`src/rtl/ex_pkg.sv`:
```
// ex_pkg: shared definitions for the execute stage of the BWT inexact-match
// search engine.
//   - Position code constants and helpers:
//       NONE=0, STOP_1=1, STOP_2=2, INS(s)=3+2s, DEL(s)=4+2s
//   - Default frame layout used by neighbouring stages (fetch / call stack)
//     when they run with the default widths.
package ex_pkg;

    localparam int POS_NONE   = 0;
    localparam int POS_STOP_1 = 1;
    localparam int POS_STOP_2 = 2;

    // Insertion position for symbol s.
    function automatic int pos_ins(input int s);
        return 3 + 2 * s;
    endfunction

    // Deletion position for symbol s.
    function automatic int pos_del(input int s);
        return 4 + 2 * s;
    endfunction

    localparam int DEF_IW = 8;
    localparam int DEF_KW = 8;
    localparam int DEF_AW = 12;

    // Backtracking frame as stored by the call-stack manager.
    typedef struct packed {
        logic [DEF_AW-1:0] addr;
        logic [DEF_IW-1:0] i;
        logic [DEF_IW-1:0] z;
        logic [DEF_IW-1:0] d_i;
        logic [DEF_KW-1:0] k;
        logic [DEF_KW-1:0] l;
    } frame_t;

endpackage

```
`src/rtl/ex_decide.sv`:
```
// ex_decide: purely combinational single-step decision of the backtracking
// recursion.
// Inputs : position_in (PW), i_in/z_in/d_i_in (IW, signed), k_in/l_in,
//          c_in, occ_k_in, occ_l_in (KW, unsigned)
// Outputs: over_1, over_2, finish, err, en_new_position, new_position (PW),
//          new_call, i_new/z_new (IW), k_new/l_new (KW)
module ex_decide
    import ex_pkg::*;
#(
    parameter int IW   = 8,
    parameter int KW   = 8,
    parameter int NSYM = 4,
    parameter int PW   = 5
) (
    input  logic [PW-1:0] position_in,
    input  logic [IW-1:0] i_in,
    input  logic [IW-1:0] z_in,
    input  logic [IW-1:0] d_i_in,
    input  logic [KW-1:0] k_in,
    input  logic [KW-1:0] l_in,
    input  logic [KW-1:0] c_in,
    input  logic [KW-1:0] occ_k_in,
    input  logic [KW-1:0] occ_l_in,
    output logic          over_1,
    output logic          over_2,
    output logic          finish,
    output logic          err,
    output logic          en_new_position,
    output logic [PW-1:0] new_position,
    output logic          new_call,
    output logic [IW-1:0] i_new,
    output logic [IW-1:0] z_new,
    output logic [KW-1:0] k_new,
    output logic [KW-1:0] l_new
);

    // Child interval computed one bit wider so a carry out of KW bits can be
    // detected and treated as an empty interval.
    logic [KW:0] kp;
    logic [KW:0] lp;

    assign kp = {1'b0, c_in} + {1'b0, occ_k_in} + (KW+1)'(1);
    assign lp = {1'b0, c_in} + {1'b0, occ_l_in};

    always_comb begin
        int pos;
        pos             = int'(position_in);
        over_1          = 1'b0;
        over_2          = 1'b0;
        finish          = 1'b0;
        err             = 1'b0;
        en_new_position = 1'b0;
        new_position    = '0;
        new_call        = 1'b0;
        i_new           = '0;
        z_new           = '0;
        k_new           = '0;
        l_new           = '0;

        if (pos == POS_NONE) begin
            if ($signed(z_in) < $signed(d_i_in)) begin
                over_1 = 1'b1;
            end else begin
                en_new_position = 1'b1;
                new_position    = PW'(POS_STOP_1);
            end
        end else if (pos == POS_STOP_1) begin
            if (i_in[IW-1]) begin
                over_2 = 1'b1;
            end else begin
                en_new_position = 1'b1;
                new_position    = PW'(POS_STOP_2);
            end
        end else if (pos == POS_STOP_2) begin
            en_new_position = 1'b1;
            new_position    = PW'(pos_ins(0));
            new_call        = 1'b1;
            i_new           = i_in - IW'(1);
            z_new           = z_in - IW'(1);
            k_new           = k_in;
            l_new           = l_in;
        end else if (pos >= pos_ins(0) && pos < pos_ins(NSYM) &&
                     ((pos - pos_ins(0)) % 2) == 0) begin
            // INS(s): DEL(s) is the next code, INS(s+1) is two codes on.
            if (kp <= lp && !kp[KW] && !lp[KW]) begin
                new_call        = 1'b1;
                en_new_position = 1'b1;
                new_position    = position_in + PW'(1);
                i_new           = i_in;
                z_new           = z_in - IW'(1);
                k_new           = kp[KW-1:0];
                l_new           = lp[KW-1:0];
            end else if (pos < pos_ins(NSYM - 1)) begin
                en_new_position = 1'b1;
                new_position    = position_in + PW'(2);
            end else begin
                finish = 1'b1;
            end
        end else begin
            // DEL(s) is not handled by this stage; everything else is illegal.
            err = 1'b1;
        end
    end

endmodule

```
`src/rtl/ex_pipe.sv`:
```
// ex_pipe: registered execute stage. Accepts one backtracking frame per
// valid/ready handshake, decides one recursion step and presents the result
// from a one-entry output register. Counts accepted child calls.
// Ports:
//   clk, rst_n (sync, active-low)
//   in_valid/in_ready, position_in, addr_in, i_in, z_in, d_i_in, k_in, l_in,
//   c_in, occ_k_in, occ_l_in          : input frame
//   clr_cnt                           : clears call_count
//   out_valid/out_ready, out_addr, out_k, out_l, over_1, over_2, finish,
//   err, en_new_position, new_position, new_call, i_new, z_new, k_new, l_new
//                                     : registered result
//   call_count                        : saturating count of drained child calls
module ex_pipe
    import ex_pkg::*;
#(
    parameter int IW   = 8,
    parameter int KW   = 8,
    parameter int AW   = 12,
    parameter int NSYM = 4,
    parameter int PW   = 5,
    parameter int CW   = 16
) (
    input  logic          clk,
    input  logic          rst_n,
    input  logic          in_valid,
    output logic          in_ready,
    input  logic [PW-1:0] position_in,
    input  logic [AW-1:0] addr_in,
    input  logic [IW-1:0] i_in,
    input  logic [IW-1:0] z_in,
    input  logic [IW-1:0] d_i_in,
    input  logic [KW-1:0] k_in,
    input  logic [KW-1:0] l_in,
    input  logic [KW-1:0] c_in,
    input  logic [KW-1:0] occ_k_in,
    input  logic [KW-1:0] occ_l_in,
    input  logic          clr_cnt,
    output logic          out_valid,
    input  logic          out_ready,
    output logic [AW-1:0] out_addr,
    output logic [KW-1:0] out_k,
    output logic [KW-1:0] out_l,
    output logic          over_1,
    output logic          over_2,
    output logic          finish,
    output logic          err,
    output logic          en_new_position,
    output logic [PW-1:0] new_position,
    output logic          new_call,
    output logic [IW-1:0] i_new,
    output logic [IW-1:0] z_new,
    output logic [KW-1:0] k_new,
    output logic [KW-1:0] l_new,
    output logic [CW-1:0] call_count
);

    typedef struct packed {
        logic [AW-1:0] addr;
        logic [KW-1:0] k;
        logic [KW-1:0] l;
        logic          over_1;
        logic          over_2;
        logic          finish;
        logic          err;
        logic          en_new_position;
        logic [PW-1:0] new_position;
        logic          new_call;
        logic [IW-1:0] i_new;
        logic [IW-1:0] z_new;
        logic [KW-1:0] k_new;
        logic [KW-1:0] l_new;
    } result_t;

    result_t       result_next;
    result_t       result_reg;
    logic          out_valid_reg;
    logic [CW-1:0] call_count_reg;
    logic          accept;
    logic          drain;

    assign result_next.addr = addr_in;
    assign result_next.k    = k_in;
    assign result_next.l    = l_in;

    ex_decide #(
        .IW   (IW),
        .KW   (KW),
        .NSYM (NSYM),
        .PW   (PW)
    ) u_decide (
        .position_in     (position_in),
        .i_in            (i_in),
        .z_in            (z_in),
        .d_i_in          (d_i_in),
        .k_in            (k_in),
        .l_in            (l_in),
        .c_in            (c_in),
        .occ_k_in        (occ_k_in),
        .occ_l_in        (occ_l_in),
        .over_1          (result_next.over_1),
        .over_2          (result_next.over_2),
        .finish          (result_next.finish),
        .err             (result_next.err),
        .en_new_position (result_next.en_new_position),
        .new_position    (result_next.new_position),
        .new_call        (result_next.new_call),
        .i_new           (result_next.i_new),
        .z_new           (result_next.z_new),
        .k_new           (result_next.k_new),
        .l_new           (result_next.l_new)
    );

    // The output slot frees up in the same cycle it is drained, so a new
    // frame can replace the old result on the same edge without a bubble.
    assign in_ready = !out_valid_reg || out_ready;
    assign accept   = in_valid && in_ready && rst_n;
    assign drain    = out_valid_reg && out_ready;

    always_ff @(posedge clk) begin
        if (!rst_n) begin
            out_valid_reg <= 1'b0;
            result_reg    <= '0;
        end else if (accept) begin
            out_valid_reg <= 1'b1;
            result_reg    <= result_next;
        end else if (out_ready) begin
            out_valid_reg <= 1'b0;
        end
    end

    // Calls are counted when the downstream stack manager takes them, not
    // when they are decided; a result discarded by reset is never counted.
    always_ff @(posedge clk) begin
        if (!rst_n || clr_cnt) begin
            call_count_reg <= '0;
        end else if (drain && result_reg.new_call && call_count_reg != '1) begin
            call_count_reg <= call_count_reg + CW'(1);
        end
    end

    assign out_valid       = out_valid_reg;
    assign out_addr        = result_reg.addr;
    assign out_k           = result_reg.k;
    assign out_l           = result_reg.l;
    assign over_1          = result_reg.over_1;
    assign over_2          = result_reg.over_2;
    assign finish          = result_reg.finish;
    assign err             = result_reg.err;
    assign en_new_position = result_reg.en_new_position;
    assign new_position    = result_reg.new_position;
    assign new_call        = result_reg.new_call;
    assign i_new           = result_reg.i_new;
    assign z_new           = result_reg.z_new;
    assign k_new           = result_reg.k_new;
    assign l_new           = result_reg.l_new;
    assign call_count      = call_count_reg;

endmodule

```
`config.mk`:
```
export PLATFORM = sky130hd
export DESIGN_NAME = ex_pipe
export DESIGN_NICKNAME = d
export VERILOG_FILES = /design/src/rtl/ex_pkg.sv /design/src/rtl/ex_decide.sv /design/src/rtl/ex_pipe.sv
export SDC_FILE = /design/constraint.sdc
export NUM_CORES = 1
export LEC_CHECK = 0
export ABC_AREA = 1
export CAP_MARGIN = 20
export CORE_MARGIN = 8
export CORE_UTILIZATION = 47
export CTS_CLUSTER_SIZE = 40
export DETAILED_ROUTE_END_ITERATION = 10
export GPL_ROUTABILITY_DRIVEN = 0
export GPL_TIMING_DRIVEN = 0
export PLACE_DENSITY = 0.81
export SLEW_MARGIN = 20
export SYNTH_ARGS = -nofsm -noshare
export SYNTH_HDL_FRONTEND = slang
export SYNTH_SLANG_ARGS = --single-unit
```
`constraint.sdc`:
```
create_clock -name clk -period 4.8 [get_ports clk]
set_input_delay 1.2 -clock clk [delete_from_list [all_inputs] [get_ports clk]]
set_output_delay 1.2 -clock clk [all_outputs]
set_load 0.02 [all_outputs]
```
==> flow_metrics.tcl <==
set metrics [dict create \
    fin_area_mm2 0.00765 \
    finalHoldViolCount 0 \
    cts_root_buf "clkbuf_16" \
    synthArstFlopShare 0 \
    rsz0062_at_grt "false" \
    synth-simple-area-share 0.291 \
    syn_avg_cell_area_um2 7.00 \
    synth_seq_area_share 0.325 \
    area_delta_synth_final_pct 41.1 \
    grt_pass1_wl_mm 26.2 \
    cts_buffer_depth 2 \
    r2r_start "out_valid$_SDFFE_PN0P_" \
    start_util 0.479 \
    tritoncts "done" \
    power_frac_clock 0.368 \
    drtAntennaViolNets 0 \
    wl_per_cell_um 14.9 \
    tightestPinTransition_ns 0.720 \
    dp.cells 1090 \
    cp_max_fo 10 \
    clock-sinks 88 \
    slew_violations 0 \
    vias_per_cell 5.04 \
    synth-xor-area-share 0.0372 \
    synth_seq_cells 88 \
    period_needed_ns 4.54 \
    final_cells 1107 \
    die_area_mm2 0.0152 \
    synthAdderAreaFrac 0.104 \
    cp_data_arrival_time_ns 4.82 \
    synth_top_cell_by_area "dfxtp_1" \
    row_count 39 \
    clk_pin_slew_ns 0.08 \
    setup_viol 0 \
    antenna_found_initial 1 \
    coreArea_mm2 0.0113 \
    power_frac_seq 0.389 \
    net-switching-power_uw 626 \
    die_x_um 123 \
    syn_area_mm2 0.00542 \
    synth_common_cells "243 x nand2_1, 90 x inv_1, 88 x dfxtp_1" \
    vias 5580 \
    clkLatencyLatePin_ns 0.35 \
    ys_warn_count 0 \
    cts_buffers 9 \
    synth_compound_area_frac 0.148 \
    hold_path.class "reg2reg" \
    postRouteWirelength_mm 16.5 \
    largest_register_ffs 16 \
    required_ns 5.08 \
    cts.hold.buffers_added 0 \
    p_int_uw 1330 \
    firstDrtPassIters 5 \
    fin_skew_ns 0.0139 \
    synth_edf_count 0 \
    synth_nets 904 \
    p_comb_frac 0.243 \
    sw_frac_of_total 0.320 \
    criticalPathCategory "in2reg" \
    drt_iter0_drc 437 \
    grt_max_degree 20 \
    io_buffer_count 173 \
    fin_crit_sh 0.946 \
    synth.area.mux_share 0 \
    place_area_mm2 0.00733 \
    cp-end-kind "flop" \
    netlist-cell-type-count 43 \
    drive_gt1_frac 0.0799 \
    yosysMostFrequentCell "nand2_1" \
    drc 0 \
    synth.top_cell.area_share 0.325 \
    cp-start-kind "input pin" \
    setup_slack_ns 0.260 \
    slew-limit-headroom 0.520 \
    cap_violations 0 \
    outcome "finished clean" \
    overflow 0 \
    ios 175 \
    die_height_um 123 \
    vdd_drop_max_v 0.000224 \
    dp_slack_ns -0.137 \
    synth_area_leaders "dfxtp_1 32%, nand2_1 17%, ha_1 9.7%" \
    cts_max_level 3 \
    track_usage 0.218 \
    p_leak_uw 0.00322 \
    nNetsFinal 1089 \
    grt_pass1_vias 5378 \
    synth_cells 774 \
    synth_top_family_by_area "simple AND/OR/NAND/NOR gates" \
    powerDensity_mw_per_mm2 256 \
    fmaxAchievable_mhz 220 \
    hpwl_mm 13.3 \
    antenna_cells 0 \
    hold_path.startpoint "new_position[4]$_SDFFE_PN0P_" \
    synth_ff_type "dfxtp_1" \
    cp-startpoint "c_in[0]" \
]
-- power by group through the flow --
stage | clock network, µW | registers (µW) | logic, µW
final | 718 | 760 | 476
after CTS | 731 | 760 | 473
after global routing | 761 | 762 | 527
after floorplan | 0 | 800 | 255
after global placement | 0 | 776 | 464
after detailed placement | 0 | 777 | 471
-- per-layer routing --
layer,global-route usage,up-vias,share of wire
met5,0,-,0.00079
met4,0.0670,2,0.013
met3,0.0936,16,0.11
met2,0.359,160,0.47
met1,0.252,2544,0.41
li1,-,2858,-
-- through the flow --
step	total power [µW]	hold slack, ns	util	TNS (ns)
finish	1950	0.448	0.676	0
global route	2050	0.459	0.676	0
CTS	1960	0.446	0.674	0
detailed placement	1250	0.433	0.648	-2.29
global placement	1240	0.429	0.648	-1.80
floorplan	1050	0.519	-	0
-- worst max-delay path, stage by stage --
cell and delay, ns:
clkdlybuf4s50_1 0.42, ha_1 0.24, fa_1 0.41, nand3_1 0.10
nand3_1 0.18, a31o_2 0.28, xor2_2 0.18, inv_1 0.07
ha_1 0.28, nand2_1 0.07, nand2_1 0.07, a21oi_1 0.15
nand3_1 0.09, nand2_1 0.12, nand3_4 0.16, nor3_4 0.26
buf_4 0.18, nand2_1 0.09, nand2_1 0.07, nand2_1 0.07
a21oi_1 0.13
-- layout make-up --
type | count | area [µm²]
inverters | 95 | 357
fillers | 1014 | 3670
clock buffers | 9 | 225
multi-input cells | 567 | 3150
repair buffers | 174 | 1740
well taps | 143 | 179
clock inverters | 7 | 76.3
flip-flops and latches | 88 | 1760
plain buffers | 24 | 160
-- path summary, 6_finish.rpt --
path                             endpoint  slack, ns  cells after the start
max reg2reg         i_new[7]$_SDFFE_PN0P_       2.67                     10
min          new_position[4]$_SDFFE_PN0P_       0.45                      2
max                 l_new[1]$_SDFFE_PN0P_       0.26                     21
min reg2reg  new_position[4]$_SDFFE_PN0P_       0.45                      2
-- cells by family (layout without fill, tap and decap cells) --
logic type | after synthesis | in the layout
AND/OR/NAND/NOR | 365 | 365
flip-flops | 88 | 88
buffers and inverters | 119 | 309
AO/OA/AOI/OAI | 135 | 135
XOR/XNOR | 23 | 23
adder cells (fa/ha/maj) | 44 | 44
-- timing repair --
action,CTS,global route
gates resized for setup,0,1
setup endpoints to repair,0,25
setup buffers,0,1
-- cells in the final DEF (no fill, tap or decap), types with 2 or more instances in the layout --
cell type	count
a21oi_2	19
inv_2	4
a21o_1	2
nor4_1	2
nor3_2	3
clkbuf_8	4
nor2_4	2
clkdlybuf4s50_1	173
buf_2	2
dfxtp_1	88
o211ai_1	2
xnor2_1	6
nand3_4	2
nand2_2	13
xor2_1	16
ha_1	42
inv_1	90
nand3_1	30
a211oi_1	2
nand2_1	243
nand4_1	12
buf_1	2
nor2_1	42
a21oi_1	78
clkbuf_1	13
o21ai_0	24
inv_8	3
clkbuf_16	9
nor2_2	3
inv_6	3
fa_1	2
nor3_1	10
Power figures use the tool's default switching activity.
